===== config.mk =====
export PLATFORM = sky130hd
export DESIGN_NAME = bus_sequencer
export DESIGN_NICKNAME = d
export VERILOG_FILES = /design/src/rtl/bus_sequencer.sv
export SDC_FILE = /design/constraint.sdc
export NUM_CORES = 1
export LEC_CHECK = 0
export ABC_AREA = 0
export CORE_MARGIN = 5
export CORE_UTILIZATION = 43
export CTS_BUF_LIST = sky130_fd_sc_hd__clkbuf_4 sky130_fd_sc_hd__clkbuf_8
export CTS_CLUSTER_DIAMETER = 200
export DETAILED_ROUTE_END_ITERATION = 10
export PLACE_DENSITY = 0.83
export SLEW_MARGIN = 20
export SYNTH_ARGS = -nofsm -noshare
export SYNTH_HDL_FRONTEND = slang
export SYNTH_SLANG_ARGS = --single-unit

===== constraint.sdc =====
create_clock -name clk -period 2.06 [get_ports clk]
set_clock_uncertainty 0.1 [all_clocks]
set_input_delay 0.412 -clock clk [delete_from_list [all_inputs] [get_ports clk]]
set_output_delay 0.412 -clock clk [all_outputs]
set_load 0.02 [all_outputs]

===== src/rtl/bus_sequencer.sv =====
// Shared system-bus master. Each 16-clock period is split into a host slot (k0-k3),
// a video fetch slot (k4-k7) and a 6502 CPU slot (k8-k15). Every output is registered;
// next-state logic is keyed on the current slot so outputs change on the edge entering
// the slot in which they must be visible.
module bus_sequencer #(
  parameter logic [16:0] VRAM_BASE        = 17'h08000,
  // Must stay <= 12 so video fetches remain inside the 8000-8FFF window.
  parameter int unsigned VIDEO_ADDR_WIDTH = 11
) (
  input  logic                        clk,
  input  logic                        reset,
  input  logic                        host_req,
  input  logic [16:0]                 host_addr,
  input  logic                        host_we,
  input  logic [7:0]                  host_wdata,
  output logic [7:0]                  host_rdata,
  output logic                        host_done,
  input  logic [VIDEO_ADDR_WIDTH-1:0] video_addr,
  output logic [7:0]                  video_rdata,
  output logic                        video_valid,
  input  logic [15:0]                 cpu_addr,
  input  logic                        cpu_we,
  input  logic [7:0]                  cpu_wdata,
  output logic [7:0]                  cpu_rdata,
  output logic                        cpu_phi2,
  output logic [16:0]                 bus_addr,
  output logic                        bus_we,
  output logic [7:0]                  bus_wdata,
  input  logic [7:0]                  bus_rdata,
  output logic                        bus_strobe,
  output logic                        bus_is_cpu
);

  logic [3:0]  cnt_q, cnt_d;
  logic        host_active_q, host_active_d;
  logic [16:0] bus_addr_q, bus_addr_d;
  logic        bus_we_q, bus_we_d;
  logic [7:0]  bus_wdata_q, bus_wdata_d;
  logic        bus_strobe_q, bus_strobe_d;
  logic        bus_is_cpu_q, bus_is_cpu_d;
  logic        cpu_phi2_q, cpu_phi2_d;
  logic        host_done_q, host_done_d;
  logic        video_valid_q, video_valid_d;
  logic [7:0]  host_rdata_q, host_rdata_d;
  logic [7:0]  video_rdata_q, video_rdata_d;
  logic [7:0]  cpu_rdata_q, cpu_rdata_d;
  logic [16:0] video_bus_addr;

  assign video_bus_addr = VRAM_BASE + 17'(video_addr);

  // Next-state: decode the slot being left (cnt_q) to set up the slot being entered.
  always_comb begin
    cnt_d         = cnt_q + 4'd1;
    host_active_d = host_active_q;
    bus_addr_d    = bus_addr_q;
    bus_we_d      = bus_we_q;
    bus_wdata_d   = bus_wdata_q;
    bus_strobe_d  = 1'b0;
    bus_is_cpu_d  = cnt_d[3];
    cpu_phi2_d    = cnt_d[3];
    host_done_d   = 1'b0;
    video_valid_d = 1'b0;
    host_rdata_d  = host_rdata_q;
    video_rdata_d = video_rdata_q;
    cpu_rdata_d   = cpu_rdata_q;
    case (cnt_q)
      // Only this sample of host_req matters; an idle slot keeps the old address.
      4'd15: begin
        host_active_d = host_req;
        bus_we_d      = host_req & host_we;
        if (host_req) begin
          bus_addr_d  = host_addr;
          bus_wdata_d = host_wdata;
        end
      end
      4'd0, 4'd1: bus_strobe_d = host_active_q;
      4'd2: begin
        host_done_d = host_active_q;
        if (host_active_q && !bus_we_q) host_rdata_d = bus_rdata;
      end
      4'd3: begin
        bus_addr_d = video_bus_addr;
        bus_we_d   = 1'b0;
      end
      4'd4, 4'd5: bus_strobe_d = 1'b1;
      4'd6: begin
        video_rdata_d = bus_rdata;
        video_valid_d = 1'b1;
      end
      4'd7: begin
        bus_addr_d = {1'b0, cpu_addr};
        bus_we_d   = cpu_we;
      end
      4'd11: begin
        bus_wdata_d  = cpu_wdata;
        bus_strobe_d = 1'b1;
      end
      4'd12, 4'd13: bus_strobe_d = 1'b1;
      4'd14: begin
        if (!bus_we_q) cpu_rdata_d = bus_rdata;
      end
      default: ;
    endcase
  end

  // State and output registers; synchronous reset aborts any access in flight.
  always_ff @(posedge clk) begin
    if (reset) begin
      cnt_q         <= 4'd0;
      host_active_q <= 1'b0;
      bus_addr_q    <= 17'd0;
      bus_we_q      <= 1'b0;
      bus_wdata_q   <= 8'd0;
      bus_strobe_q  <= 1'b0;
      bus_is_cpu_q  <= 1'b0;
      cpu_phi2_q    <= 1'b0;
      host_done_q   <= 1'b0;
      video_valid_q <= 1'b0;
      host_rdata_q  <= 8'd0;
      video_rdata_q <= 8'd0;
      cpu_rdata_q   <= 8'd0;
    end else begin
      cnt_q         <= cnt_d;
      host_active_q <= host_active_d;
      bus_addr_q    <= bus_addr_d;
      bus_we_q      <= bus_we_d;
      bus_wdata_q   <= bus_wdata_d;
      bus_strobe_q  <= bus_strobe_d;
      bus_is_cpu_q  <= bus_is_cpu_d;
      cpu_phi2_q    <= cpu_phi2_d;
      host_done_q   <= host_done_d;
      video_valid_q <= video_valid_d;
      host_rdata_q  <= host_rdata_d;
      video_rdata_q <= video_rdata_d;
      cpu_rdata_q   <= cpu_rdata_d;
    end
  end

  assign bus_addr    = bus_addr_q;
  assign bus_we      = bus_we_q;
  assign bus_wdata   = bus_wdata_q;
  assign bus_strobe  = bus_strobe_q;
  assign bus_is_cpu  = bus_is_cpu_q;
  assign cpu_phi2    = cpu_phi2_q;
  assign host_done   = host_done_q;
  assign video_valid = video_valid_q;
  assign host_rdata  = host_rdata_q;
  assign video_rdata = video_rdata_q;
  assign cpu_rdata   = cpu_rdata_q;

endmodule


After elaboration in Yosys (flattened, before gate mapping):

Cells that the tools add are included.

* flip-flop bits (word level): 59
* input port bits: 73
* output and inout port bits: 55
* logic and storage cells: 49

* add/sub/neg operators: 2
* eq/ne operators: 13
* mux-type cells: 7
* bitwise operators: 3
* reductions and logical operators: 12

Operators with widths (count)
* $pmux 17 s3: 1
* $eq 4x4->1 const B: 5
* $add 16x11->17 const A: 1
* $mux 17: 1
* $eq 4x3->1 const B: 4
* $pmux 8 s2: 1
* $eq 4x2->1 const B: 2
* $mux 8: 1
* $reduce_and 2->1: 4
* $reduce_or 5->1: 1
* $add 4x1->4 const B: 1
* $eq 4x1->1 const B: 1
* $logic_not 4->1: 1
* $reduce_or 2->1: 2
* $pmux 1 s3: 1
* $reduce_bool 3->1: 1
* $ne 2x2->1 const B: 1
* $not 1->1: 2
* $pmux 1 s2: 1
* $reduce_bool 2->1: 1
* $and 1x1->1: 1
* $logic_and 1x1->1: 1
* $logic_not 1->1: 1
* $mux 1: 1

Logic depth before layout (Yosys ltp):

* depth in word-level cells: 3
* depth in mapped cells: 6
* gate-level depth less buffers: 5

Worst setup path after synthesis:

OpenSTA, ideal clock, no wires.

* path kind: register to register
* start: reg cnt_q[3]
* end: reg video_rdata_q[0], in the netlist video_rdata[0]
* library setup time: 0.128 ns
* data arrival time: 1.241 ns
* required time: 1.832 ns
* setup slack: 0.591 ns
* stages on the path, launching flop included: 6
* buffers on the path: 2
* clock period less this slack: 1.469 ns
* cell sequence: dfxtp_1 buf_4 nand3b_1 buf_4 mux2i_1 nor2_1

* cells in the longest elaborated chain, start to end: 1

RTL lines
* from (decl): line 34 `logic [3:0] cnt_q, cnt_d;`
* from (signal assigned): line 123 `cnt_q <= cnt_d;`
* $eq 4x3->1: line 66 `case (cnt_q)`
* to (signal assigned): line 134 `video_rdata_q <= video_rdata_d;`
* to (decl): line 45 `logic [7:0] video_rdata_q, video_rdata_d;`

No other way between the ends.
A chain may end at the register's enable or synchronous reset.

Final worst setup path:

* start: reg bus_we_q, in the netlist bus_we
* end: out bus_we

RTL lines
* from (decl): line 37 `logic bus_we_q, bus_we_d;`
* from (signal assigned): line 126 `bus_we_q <= bus_we_d;`
* to (decl): line 27 `output logic bus_we,`

No word-level cell between the ends.

==> metrics.md <==
| Metric | Value |
|---|---|
| P per Cell Area | `roughly 630 nW/um^2` |
| Die H | `around 90 um` |
| Worst setup SP type | `register` |
| R2R Setup Slk | `roughly 0.33 ns` |
| Top-area cell type share of the netlist area | `approximately two fifths` |
| Cells after synthesis | `approximately 290` |
| Slew headroom | `50.53%` |
| Synthesized area | `2773 sq um` |
| Standard-cell rows | `29` |
| Post-Synth Adder-Cell Area | `under 10%` |
| Crit-path slowest cell | `clkdlybuf4s50_1` |
| 1st-iter DRT viols | `a little under 100` |
| Setup TNS | `0 ns` |
| Area delta synth->final | `53.66%` |
| Top cells by area, synth | `dfxtp_1, mux2i_1, nand2b_1` |
| Sw frac | `a little under a quarter` |
| Finished Cell Area | `between 4000 and 5000 sq um` |
| Inst Count DP | `481` |
| RSZ-0062 raised after global routing | `no` |
| Syn nets | `371` |
| Vias in the first global route | `2741` |
| Buffers on Ports | `roughly 130` |
| DR DRC count | `0` |
| CP Capture Type | `output port` |
| Final net count | `roughly 500` |
| Simple-gate share of the synthesized area | `between 20% and 30%` |
| Root Buffer | `clkbuf_8` |
| Placed Area | `a little over 4000 sq um` |
| Finished Layout Cells | `just under 500` |
| F_max | `0.5053 GHz` |
| Largest family of logic cells by synthesized area | `simple AND/OR/NAND/NOR gates` |
| Critical path depth in cells | `1` |
| Period minus WS final | `1.979 ns` |
| Synth Warn # | `0` |
| DPL Wire Length | `5.904 mm` |
| Crit path largest cell delay | `~0.68 ns` |
| Clock Power Share | `a little over two fifths` |
| Delay-heaviest family, CP | `buffers and inverters` |
| Routability cong. | `about 0.81` |
| Synth Area in XOR/XNOR | `0.6318%` |
| Ant diodes | `0` |
| Total CTS buffers | `9` |
| Static leakage | `1.610 nW` |
| Crit Reg-Reg Startpoint | `cnt_q[0]` |
| Crit Path Max Fanout | `5` |
| All-layer global routing usage | `about a fifth` |
| Mux share of post-synthesis cell area | `about 9.0%` |
| Crit path cell chain | `clkdlybuf4s50_1` |
| Cells on worst reg2reg path | `4` |
| Worst R2R End | `bus_addr[4]` |
| Detailed Route WL | `7.807 mm` |
| Hold Buf Count CTS | `0` |
| Setup Crit Path Kind | `register to output port` |
| Max clock buf depth | `2` |
| Critical path data arrival time | `between 1 and 1.5 ns` |
| Final setup fails | `0` |
| Die ar. | `approximately 8200 sq um` |
| Core area | `~6300 sq um` |
| Clk slew on worst S/H paths | `roughly 0.070 ns` |
| VDD IR max | `between 0.0004 and 0.0005 V` |
| Initial antenna violation count | `0` |
| Clk_lat worst skew | `between 0.3 and 0.4 ns` |
| Io pins | `128` |
| Pins Over Slew Limit | `0` |
| Max cap viols | `0` |
| Status | `finished clean` |
| Final period util | `between 90% and 100%` |
| Largest net degree at the start of global routing | `45` |
| Worst Path Buf+Inv | `1` |
| #FFs+latches synth | `slightly below 60` |
| Reg power frac | `between 40% and 50%` |
| Avg Vias per Cell | `approximately 5.3` |
| Pre-CTS setup slack | `approximately 0.045 ns` |
| Hold Crit Depth | `2` |
| Area leader, netlist | `dfxtp_1` |
| First-pass GRT wire length | `12.81 mm` |
| Avg WL per Cell | `about 16 um` |
| Cell variety after synth | `36` |
| Internal power | `between 0.002 and 0.0025 W` |
| Worst slew pin tran | `between 0.7 and 0.8 ns` |
| H-tree depth | `3` |
| Combinational share of power | `13.4%` |
| P_sw | `0.0006395 W` |
| Final Worst Setup Slack | `roughly 0.08 ns` |
| Via count | `2629` |
| Post-CTS Resized | `0` |
| Overflow after GRT | `0` |
| Hold slack | `0.3262 ns` |
| Layout cells sized above 1 | `around a tenth` |
| Syn_area_per_cell | `around 9.4 sq um` |
| Hold path start | `reset` |
| CP required | `roughly 1.6 ns` |
| Post-CTS Setup Repair Bufs | `0` |
| Initial Utilization | `between 40% and 50%` |
| Number of detailed-route iterations in the first pass | `5` |
| Hold endpoint | `cnt_q[2]` |
| Final hold violation count | `0` |
| CTS tree | `built` |
| Synth Area in Compound Gates | `roughly a fifth` |
| DRT antenna net count | `0` |
| Die Wd | `around 90 um` |
| Sequential share of the synthesized area | `41.88%` |
| Clock tree sinks | `58` |
| Worst min-delay path class | `input port to register` |
-- metrics by stage --
stage / utilization (%) / power, W
floorplan: - / 0.001350
global placement: 64.05 / 0.001541
detailed placement: 64.05 / 0.001550
CTS: 67.48 / 0.002696
global route: 67.48 / 0.002782
finish: 67.48 / 0.002676
-- power by group through the flow --
| stage | clock [W] | sequential, W | combinational (W) |
|---|---|---|---|
| 2_1_floorplan | 0 | 0.00120 | 0.000147 |
| 3_3_place_gp | 0 | 0.00119 | 0.000351 |
| 3_5_place_dp | 0 | 0.00119 | 0.000359 |
| 4_1_cts | 0.00117 | 0.00117 | 0.000361 |
| 5_1_grt | 0.00123 | 0.00117 | 0.000388 |
| 6_report | 0.00115 | 0.00117 | 0.000359 |
-- state kept, by name (all words and copies together), names as in the netlist --
register	flops
video_rdata	8
cnt_q	4
bus_wdata	8
bus_we	1
video_valid	1
bus_strobe	1
host_active_q	1
bus_addr	17
host_rdata	8
host_done	1
cpu_rdata	8
-- worst max-delay path by stage --
stage                                 to      from  slack [ns]
after floorplan           video_rdata[0]  cnt_q[3]        0.59
after global placement       bus_addr[2]  host_req        0.10
after detailed placement     bus_addr[4]  host_req        0.05
after CTS                         bus_we    bus_we        0.06
after global routing              bus_we    bus_we        0.01
final                             bus_we    bus_we        0.08
-- cell type report --
class	count	area, sq um
well taps	77	96.34
inverters	4	15.01
fillers	528	2053
clock inverters	7	92.59
repair buffers	137	1341
flip-flops and latches	58	1162
multi-input cells	205	1429
clock buffers	9	123.9
-- cell families (layout without fill, tap and decap cells) --
| logic type | count (synthesis) | in the layout |
|---|---|---|
| AO/OA/AOI/OAI | 67 | 67 |
| XOR/XNOR | 2 | 2 |
| adder cells (fa/ha/maj) | 4 | 4 |
| buffers and inverters | 31 | 157 |
| flip-flops | 58 | 58 |
| multiplexers | 25 | 25 |
| AND/OR/NAND/NOR | 107 | 107 |
-- layer usage --
| metal | track usage, % | wire, um | vias to the layer above |
|---|---|---|---|
| li1 | - | - | 1284 |
| met1 | 21.52 | 3155 | 1227 |
| met2 | 32.13 | 3841 | 105 |
| met3 | 7.000 | 696 | 13 |
| met4 | 7.568 | 114 | 0 |
| met5 | 0 | 0 | - |
-- synthesized netlist by cell type, drive strengths merged --
cell / instances
nand2: 20
a211oi: 8
a21boi: 1
and2: 2
xnor2: 2
inv: 4
nor2b: 2
nand4bb: 2
clkbuf: 7
o21ai: 2
nor2: 17
buf: 20
o22ai: 1
nand4: 5
and4b: 2
a31oi: 1
o2111ai: 1
a21oi: 25
a32o: 11
ha: 4
nand3: 24
nand3b: 1
nand2b: 31
a21o: 11
dfxtp: 58
a311oi: 5
mux2i: 25
nand4b: 1
a21bo: 1
-- cells in the final DEF (no fill, tap or decap), types with 3 or more instances in the layout --
master and n:
a211oi_2 8, a21o_1 11, a21oi_1 24, a311oi_1 5, a32o_1 11, buf_4 10, clkbuf_8 9, clkdlybuf4s50_1 126
clkinv_2 3, dfxtp_1 57, ha_1 4, inv_1 3, mux2i_1 25, nand2_1 20, nand2b_1 31, nand3_1 24
nand4_1 5, nor2_1 16
No activity file was read; power rests on OpenSTA's default activity.
